$ cat src/rtl/bg_index_fetch_if.sv
// Pixel/scroll inputs, background ROM port and palette-index output of bg_index_fetch.
// master = scan/ROM side driving the block, slave = bg_index_fetch itself.
interface bg_index_fetch_if #(
   parameter int IDX_W  = 4,
   parameter int ADDR_W = 18
);
   logic              frame_start;
   logic [9:0]        scroll_x;
   logic              pix_valid;
   logic [9:0]        DrawX;
   logic [9:0]        DrawY;
   logic [ADDR_W-1:0] mem_addr;
   logic              mem_rd;
   logic [IDX_W-1:0]  mem_q;
   logic [IDX_W-1:0]  idx_out;
   logic              idx_valid;
   logic [9:0]        scroll_act;

   modport master (
      output frame_start, scroll_x, pix_valid, DrawX, DrawY, mem_q,
      input  mem_addr, mem_rd, idx_out, idx_valid, scroll_act
   );

   modport slave (
      input  frame_start, scroll_x, pix_valid, DrawX, DrawY, mem_q,
      output mem_addr, mem_rd, idx_out, idx_valid, scroll_act
   );
endinterface

$ cat src/rtl/bg_index_fetch.sv
// Background index fetch: scan position + frame-latched scroll -> half-res ROM address -> palette index, 3-cycle latency.
// Define BG_WRAP_EN for a horizontally tiling background (scroll and x wrap mod BG_WIDTH) instead of clamping the scroll.
module bg_index_fetch #(
   parameter int BG_WIDTH  = 1024,
   parameter int BG_HEIGHT = 240,
   parameter int IDX_W     = 4,
   parameter int ADDR_W    = 18,
   parameter int VIS_W     = 320
) (
   input  logic Clk,
   input  logic Reset,
   bg_index_fetch_if.slave bus
);

   localparam int         XW          = $clog2(BG_WIDTH);
   localparam logic [9:0] SCROLL_MAX  = 10'(BG_WIDTH - VIS_W);
   localparam logic [9:0] SCROLL_MASK = 10'(BG_WIDTH - 1);
   localparam logic [10:0] SX_MASK    = 11'(BG_WIDTH - 1);
   localparam logic [9:0] ROW_LIM     = 10'(BG_HEIGHT);

   typedef enum logic {S_IDLE, S_ACTIVE} state_t;

   state_t            r_state;
   logic [9:0]        r_scroll_act;
   logic [ADDR_W-1:0] r_mem_addr;
   logic              r_mem_rd;
   logic              r_v1, r_f1;
   logic              r_v2, r_f2;
   logic [IDX_W-1:0]  r_idx_out;
   logic              r_idx_valid;

   logic [8:0]        w_sy;
   logic [10:0]       w_sx_sum;
   logic [10:0]       w_sx;
   logic [ADDR_W-1:0] w_addr;
   logic              w_row_oob;
   logic              w_go;
   logic              w_rd;
   logic              w_force;

   // Scroll value latched at a frame boundary: clamped so the visible window stays inside the stored image, or wrapped when tiling.
   function automatic logic [9:0] f_scroll_next(input logic [9:0] req);
`ifdef BG_WRAP_EN
      return req & SCROLL_MASK;
`else
      return (req > SCROLL_MAX) ? SCROLL_MAX : req;
`endif
   endfunction

   always_comb begin
      w_sy     = 9'(bus.DrawY >> 1);
      w_sx_sum = 11'({1'b0, bus.DrawX} >> 1) + {1'b0, r_scroll_act};
`ifdef BG_WRAP_EN
      w_sx     = w_sx_sum & SX_MASK;
`else
      w_sx     = w_sx_sum;
`endif
      // Row stride is a power of two, so the row goes above the x bits without a multiplier.
      w_addr    = (ADDR_W'(w_sy) << XW) | ADDR_W'(w_sx);
      w_row_oob = ({1'b0, w_sy} >= ROW_LIM);
      w_go      = bus.pix_valid & (r_state == S_ACTIVE);
      w_rd      = w_go & ~w_row_oob;
      w_force   = w_go & w_row_oob;
   end

   always_ff @(posedge Clk or posedge Reset) begin
      if (Reset) begin
         r_state      <= S_IDLE;
         r_scroll_act <= '0;
         r_mem_addr   <= '0;
         r_mem_rd     <= 1'b0;
         r_v1         <= 1'b0;
         r_f1         <= 1'b0;
         r_v2         <= 1'b0;
         r_f2         <= 1'b0;
         r_idx_out    <= '0;
         r_idx_valid  <= 1'b0;
      end else begin
         case (r_state)
            S_IDLE:   if (bus.frame_start) r_state <= S_ACTIVE;
            S_ACTIVE: r_state <= S_ACTIVE;
            default:  r_state <= S_IDLE;
         endcase

         if (bus.frame_start)
            r_scroll_act <= f_scroll_next(bus.scroll_x);

         // p0: address and read strobe
         r_mem_addr <= w_addr;
         r_mem_rd   <= w_rd;
         r_v1       <= w_rd;
         r_f1       <= w_force;

         // p1: ROM registers its data
         r_v2 <= r_v1;
         r_f2 <= r_f1;

         // p2: index out; bubbles keep the previous index, off-image rows read as index 0
         if (r_f2)
            r_idx_out <= '0;
         else if (r_v2)
            r_idx_out <= bus.mem_q;
         r_idx_valid <= r_v2 | r_f2;
      end
   end

   assign bus.mem_addr   = r_mem_addr;
   assign bus.mem_rd     = r_mem_rd;
   assign bus.idx_out    = r_idx_out;
   assign bus.idx_valid  = r_idx_valid;
   assign bus.scroll_act = r_scroll_act;

endmodule

$ cat src/flat_wrapper.sv
// flat-port wrapper written by rule: the top's interface ports become plain ports
module bg_index_fetch_flat 
#(
   parameter int BG_WIDTH  = 1024,
   parameter int BG_HEIGHT = 240,
   parameter int IDX_W     = 4,
   parameter int ADDR_W    = 18,
   parameter int VIS_W     = 320
)
  (Clk, Reset, bus_frame_start, bus_scroll_x, bus_pix_valid, bus_DrawX, bus_DrawY, bus_mem_q, bus_mem_addr, bus_mem_rd, bus_idx_out, bus_idx_valid, bus_scroll_act);
  bg_index_fetch_if #(.IDX_W(IDX_W), .ADDR_W(ADDR_W)) bus_i ();
  input  logic Clk;
  input  logic Reset;
  input wire logic [$bits(bus_i.frame_start)-1:0] bus_frame_start;
  input wire logic [$bits(bus_i.scroll_x)-1:0] bus_scroll_x;
  input wire logic [$bits(bus_i.pix_valid)-1:0] bus_pix_valid;
  input wire logic [$bits(bus_i.DrawX)-1:0] bus_DrawX;
  input wire logic [$bits(bus_i.DrawY)-1:0] bus_DrawY;
  input wire logic [$bits(bus_i.mem_q)-1:0] bus_mem_q;
  output wire logic [$bits(bus_i.mem_addr)-1:0] bus_mem_addr;
  output wire logic [$bits(bus_i.mem_rd)-1:0] bus_mem_rd;
  output wire logic [$bits(bus_i.idx_out)-1:0] bus_idx_out;
  output wire logic [$bits(bus_i.idx_valid)-1:0] bus_idx_valid;
  output wire logic [$bits(bus_i.scroll_act)-1:0] bus_scroll_act;
  assign bus_i.frame_start = bus_frame_start;
  assign bus_i.scroll_x = bus_scroll_x;
  assign bus_i.pix_valid = bus_pix_valid;
  assign bus_i.DrawX = bus_DrawX;
  assign bus_i.DrawY = bus_DrawY;
  assign bus_i.mem_q = bus_mem_q;
  assign bus_mem_addr = bus_i.mem_addr;
  assign bus_mem_rd = bus_i.mem_rd;
  assign bus_idx_out = bus_i.idx_out;
  assign bus_idx_valid = bus_i.idx_valid;
  assign bus_scroll_act = bus_i.scroll_act;
  bg_index_fetch #(.BG_WIDTH(BG_WIDTH), .BG_HEIGHT(BG_HEIGHT), .IDX_W(IDX_W), .ADDR_W(ADDR_W), .VIS_W(VIS_W)) u_core (.Clk(Clk), .Reset(Reset), .bus(bus_i));
endmodule
$ cat config.mk
export PLATFORM = sky130hd
export DESIGN_NAME = bg_index_fetch_flat
export DESIGN_NICKNAME = d
export VERILOG_FILES = /design/src/rtl/bg_index_fetch_if.sv /design/src/rtl/bg_index_fetch.sv /design/src/flat_wrapper.sv
export SDC_FILE = /design/constraint.sdc
export NUM_CORES = 1
export LEC_CHECK = 0
export CAP_MARGIN = 10
export CORE_ASPECT_RATIO = 0.8
export CORE_MARGIN = 2
export CORE_UTILIZATION = 41
export CTS_CLUSTER_SIZE = 30
export DETAILED_ROUTE_END_ITERATION = 8
export HOLD_SLACK_MARGIN = 0.1
export PLACE_DENSITY = 0.78
export SETUP_SLACK_MARGIN = 0.15
export SLEW_MARGIN = 20
export SYNTH_ARGS = -nofsm -noshare
export SYNTH_HDL_FRONTEND = slang
export SYNTH_SLANG_ARGS = --single-unit
$ cat constraint.sdc
create_clock -name Clk -period 2.1 [get_ports Clk]
set_clock_uncertainty 0.1 [all_clocks]
set_input_delay 0.42 -clock Clk [delete_from_list [all_inputs] [get_ports Clk]]
set_output_delay 0.42 -clock Clk [all_outputs]
set_load 0.05 [all_outputs]
==> results of run 1 <==
## power by group
part           switching (W)  internal, W
combinational       0.000514     0.000329
sequential         0.0000491     0.000822
clock               0.000239     0.000380
total               0.000803      0.00153
## per-layer routing
metal,GRT usage (%),wire length [µm],vias up,share of wire (%)
met3,7.08,353,10,9.1
met4,7.27,67,0,1.7
met2,30.0,1820,66,47
li1,-,-,637,-
met1,21.9,1640,632,42
met5,0,0,-,0
## cell usage in the layout (no fill, tap or decap), types with 2 or more instances in the layout
cell type	count
clkdlybuf4s50_1	33
dfrtp_1	33
dlygate4sd2_1	18
dlymetal6s2s_1	17
buf_4	17
inv_1	12
nor2_1	10
a22o_1	6
clkbuf_8	6
xnor2_1	5
a21oi_1	5
dfrtp_2	5
mux2i_1	4
nand2_1	4
ha_1	4
ha_4	4
o21ai_2	3
nor3_1	3
or2_2	2
a211oi_2	2
o21ai_0	2
## through the flow
step | std cells | total power, W | utilization, %
2_1_floorplan | 130 | 0.00138 | -
3_3_place_gp | 267 | 0.00169 | 66.1
3_5_place_dp | 267 | 0.00171 | 66.1
4_1_cts | 275 | 0.00233 | 69.8
5_1_grt | 275 | 0.00244 | 72.1
6_report | 275 | 0.00233 | 72.1
## cell type report
type / instances / area share (%)
repair buffers: 85 / 30.4
clock buffers: 6 / 3.03
inverters: 12 / 1.65
well taps: 55 / 2.53
multi-input cells: 78 / 26.1
flip-flops and latches: 38 / 35.1
clock inverters: 1 / 1.10
## how the worst max path moves through the flow
stage          cells past startpoint                                  from                          endpoint  slack (ns)
2_1_floorplan                      8  u_core.bus.scroll_act[0]$_DFFE_PP0P_  u_core.bus.mem_addr[6]$_DFF_PP0_        0.14
3_3_place_gp                       7                          bus_DrawX[2]  u_core.bus.mem_addr[7]$_DFF_PP0_       -0.27
3_5_place_dp                       9                          bus_DrawX[1]  u_core.bus.mem_addr[6]$_DFF_PP0_       -0.38
4_1_cts                            7                          bus_DrawX[3]  u_core.bus.mem_addr[6]$_DFF_PP0_         0.1
5_1_grt                            7                          bus_DrawX[3]  u_core.bus.mem_addr[6]$_DFF_PP0_        0.13
6_report                           7                          bus_DrawX[3]  u_core.bus.mem_addr[6]$_DFF_PP0_        0.13
## timing repair
item	CTS	global route
pin swaps	5	3
setup buffers	1	0
setup endpoints to repair	22	22
hold buffers	0	0
hold endpoints to repair	0	0
gates resized for setup	29	24
## critical path, cell delays in order
cell,delay [ns]
clkdlybuf4s50_1,0.50
ha_4,0.21
nor2b_2,0.15
o21ai_2,0.15
a21boi_2,0.09
or4_4,0.42
o2111ai_2,0.11
## registers in the layout (all words and copies together) (netlist names)
| name | count |
|---|---|
| u_core.bus.mem_addr | 18 |
| u_core.bus.scroll_act | 10 |
| u_core.bus.idx_out | 4 |
| u_core.bus.idx_valid | 1 |
| u_core.bus.mem_rd | 1 |
| u_core.r_f1 | 1 |
| u_core.r_f2 | 1 |
| u_core.r_state | 1 |
| u_core.r_v2 | 1 |
## logic make-up after synthesis
| logic type | after synthesis | synth area share (%) |
|---|---|---|
| adders and majority gates | 10 | 8.22 |
| DFF | 38 | 59.0 |
| muxes | 5 | 3.18 |
| and+or+nand+nor | 28 | 8.61 |
| AOI/OAI and AO/OA | 29 | 14.0 |
| xor gates and xnor gates | 6 | 3.26 |
| buffers and inverters | 14 | 3.72 |
==> results.yml, run 1 <==
run_status:
  status: "complete, no violations"
power_and_ir_drop:
  p_leak_nw: 1.36
  powerDensity_mw_per_mm2: 857
  ir_worst_vdd_uv: 566
cells_and_area:
  seqCellArea_um2: 957
  finalNetCount: 268
  diodes: 0
  fillers: 266
  drive_gt1_share_pct: 25.0
  multi_input_area_um2: 712
  area_growth_pct: 68.9
  stdcell_area_mm2: 0.00272
floorplanning:
  fp.dieW_um: 74.1
  start_util_pct: 42.7
  rows: 20
  io_pins: 72
  die_h_um: 60.1
  fp.coreArea_mm2: 0.00378
  dieArea_mm2: 0.00445
setup_path:
  critPathLaunchType: "input pin"
  critPathArrivalTime_ns: 2.06
  crit_type: "in -> reg"
  worstPathMaxFanout: 3
  rrSetupSlack_ns: 0.20
  crit_required_ns: 2.19
  reg2reg_depth: 8
  reg2reg_from: "u_core.bus.scroll_act[0]$_DFFE_PP0P_"
  endpoint_kind: "register"
  reg2reg_to: "u_core.bus.mem_addr[6]$_DFF_PP0_"
synthesis:
  synth_edf_count: 0
  ys_seq_area_share_pct: 59.0
  synth_ff_type: "dfrtp_1"
  synth-seq-cells: 38
  yosys_warnings: 0
  syn_area_mm2: 0.00161
  netlist_instances: 130
  synthTopCellsByArea: "dfrtp_1, ha_1, a22o_1, inv_1, xnor2_1"
  syn_area_per_cell_um2: 12.4
  yosysTopAreaCellShare_pct: 59.0
  synth_top_area_cell: "dfrtp_1"
  synth_most_common_cell: "dfrtp_1"
  syn_nets: 178
  yosys-top-cells-count: "dfrtp_1, inv_1, nor2_1, ha_1, a22o_1"
  async_flop_share_pct: 100
  synth_cell_types: 38
detailed_routing:
  drc: 0
  ant_nets: 0
  wl_per_cell_um: 14.1
  via_per_inst: 4.89
  drt_first_pass_iters: 4
  drt_iter0_drc: 77
  wirelength_um: 3880
  vias: 1345
place:
  place_area_mm2: 0.00250
  port_buffers: 69
  gp_congestion: 0.759
  dpl_worst_slack_ns: -0.380
  hpwl_um: 2830
timing:
  maxSlewViolCount: 0
  period_share_pct: 93.6
  max_freq_mhz: 509
  worst_pin_slew_ns: 0.524
  setup_viol: 0
  grt_setup_unrepaired: "yes"
  setup_slack_ns: 0.134
  period_minus_slack_ns: 1.97
  tns_ns: 0
  relSlewSlack_pct: 65.0
  timing.hold.ws_ns: 0.262
  final_hold_viol_count: 0
clocking:
  clock_sinks: 38
  insertion_delay_ns: 0.28
  cts_max_path_buffers: 2
  path_clk_slew_ns: 0.07
  cts-root-buf: "clkbuf_8"
  cts_tree: "built"
  numCtsBuffers: 5
  htreeDepth: 2
grt:
  grt_overflow: 0
  grt_antenna_before_repair: 0
  grt_pass1_wl_um: 6010
  grt_use_total_pct: 18.3
  grt_max_degree: 39
  grt_pass1_vias: 1348
min_path:
  hold_class: "reg -> reg"
  hold_depth: 0
  min_to: "u_core.r_f2$_DFF_PP0_"
  hp-start: "u_core.r_f1$_DFF_PP0_"
flow_run:
  max_cap_viol_count: 0
No activity file was read; power rests on OpenSTA's default activity.
==> inputs of run 2 (changes only) <==
--- a/config.mk
+++ b/config.mk
@@ -5,7 +5,7 @@
 export SDC_FILE = /design/constraint.sdc
 export NUM_CORES = 1
 export LEC_CHECK = 0
-export CAP_MARGIN = 10
+export CAP_MARGIN = 20
 export CORE_ASPECT_RATIO = 0.8
 export CORE_MARGIN = 2
 export CORE_UTILIZATION = 41
==> results of run 2 <==
Same layout as run 1: the final DEF is identical, and so are final timing and power.
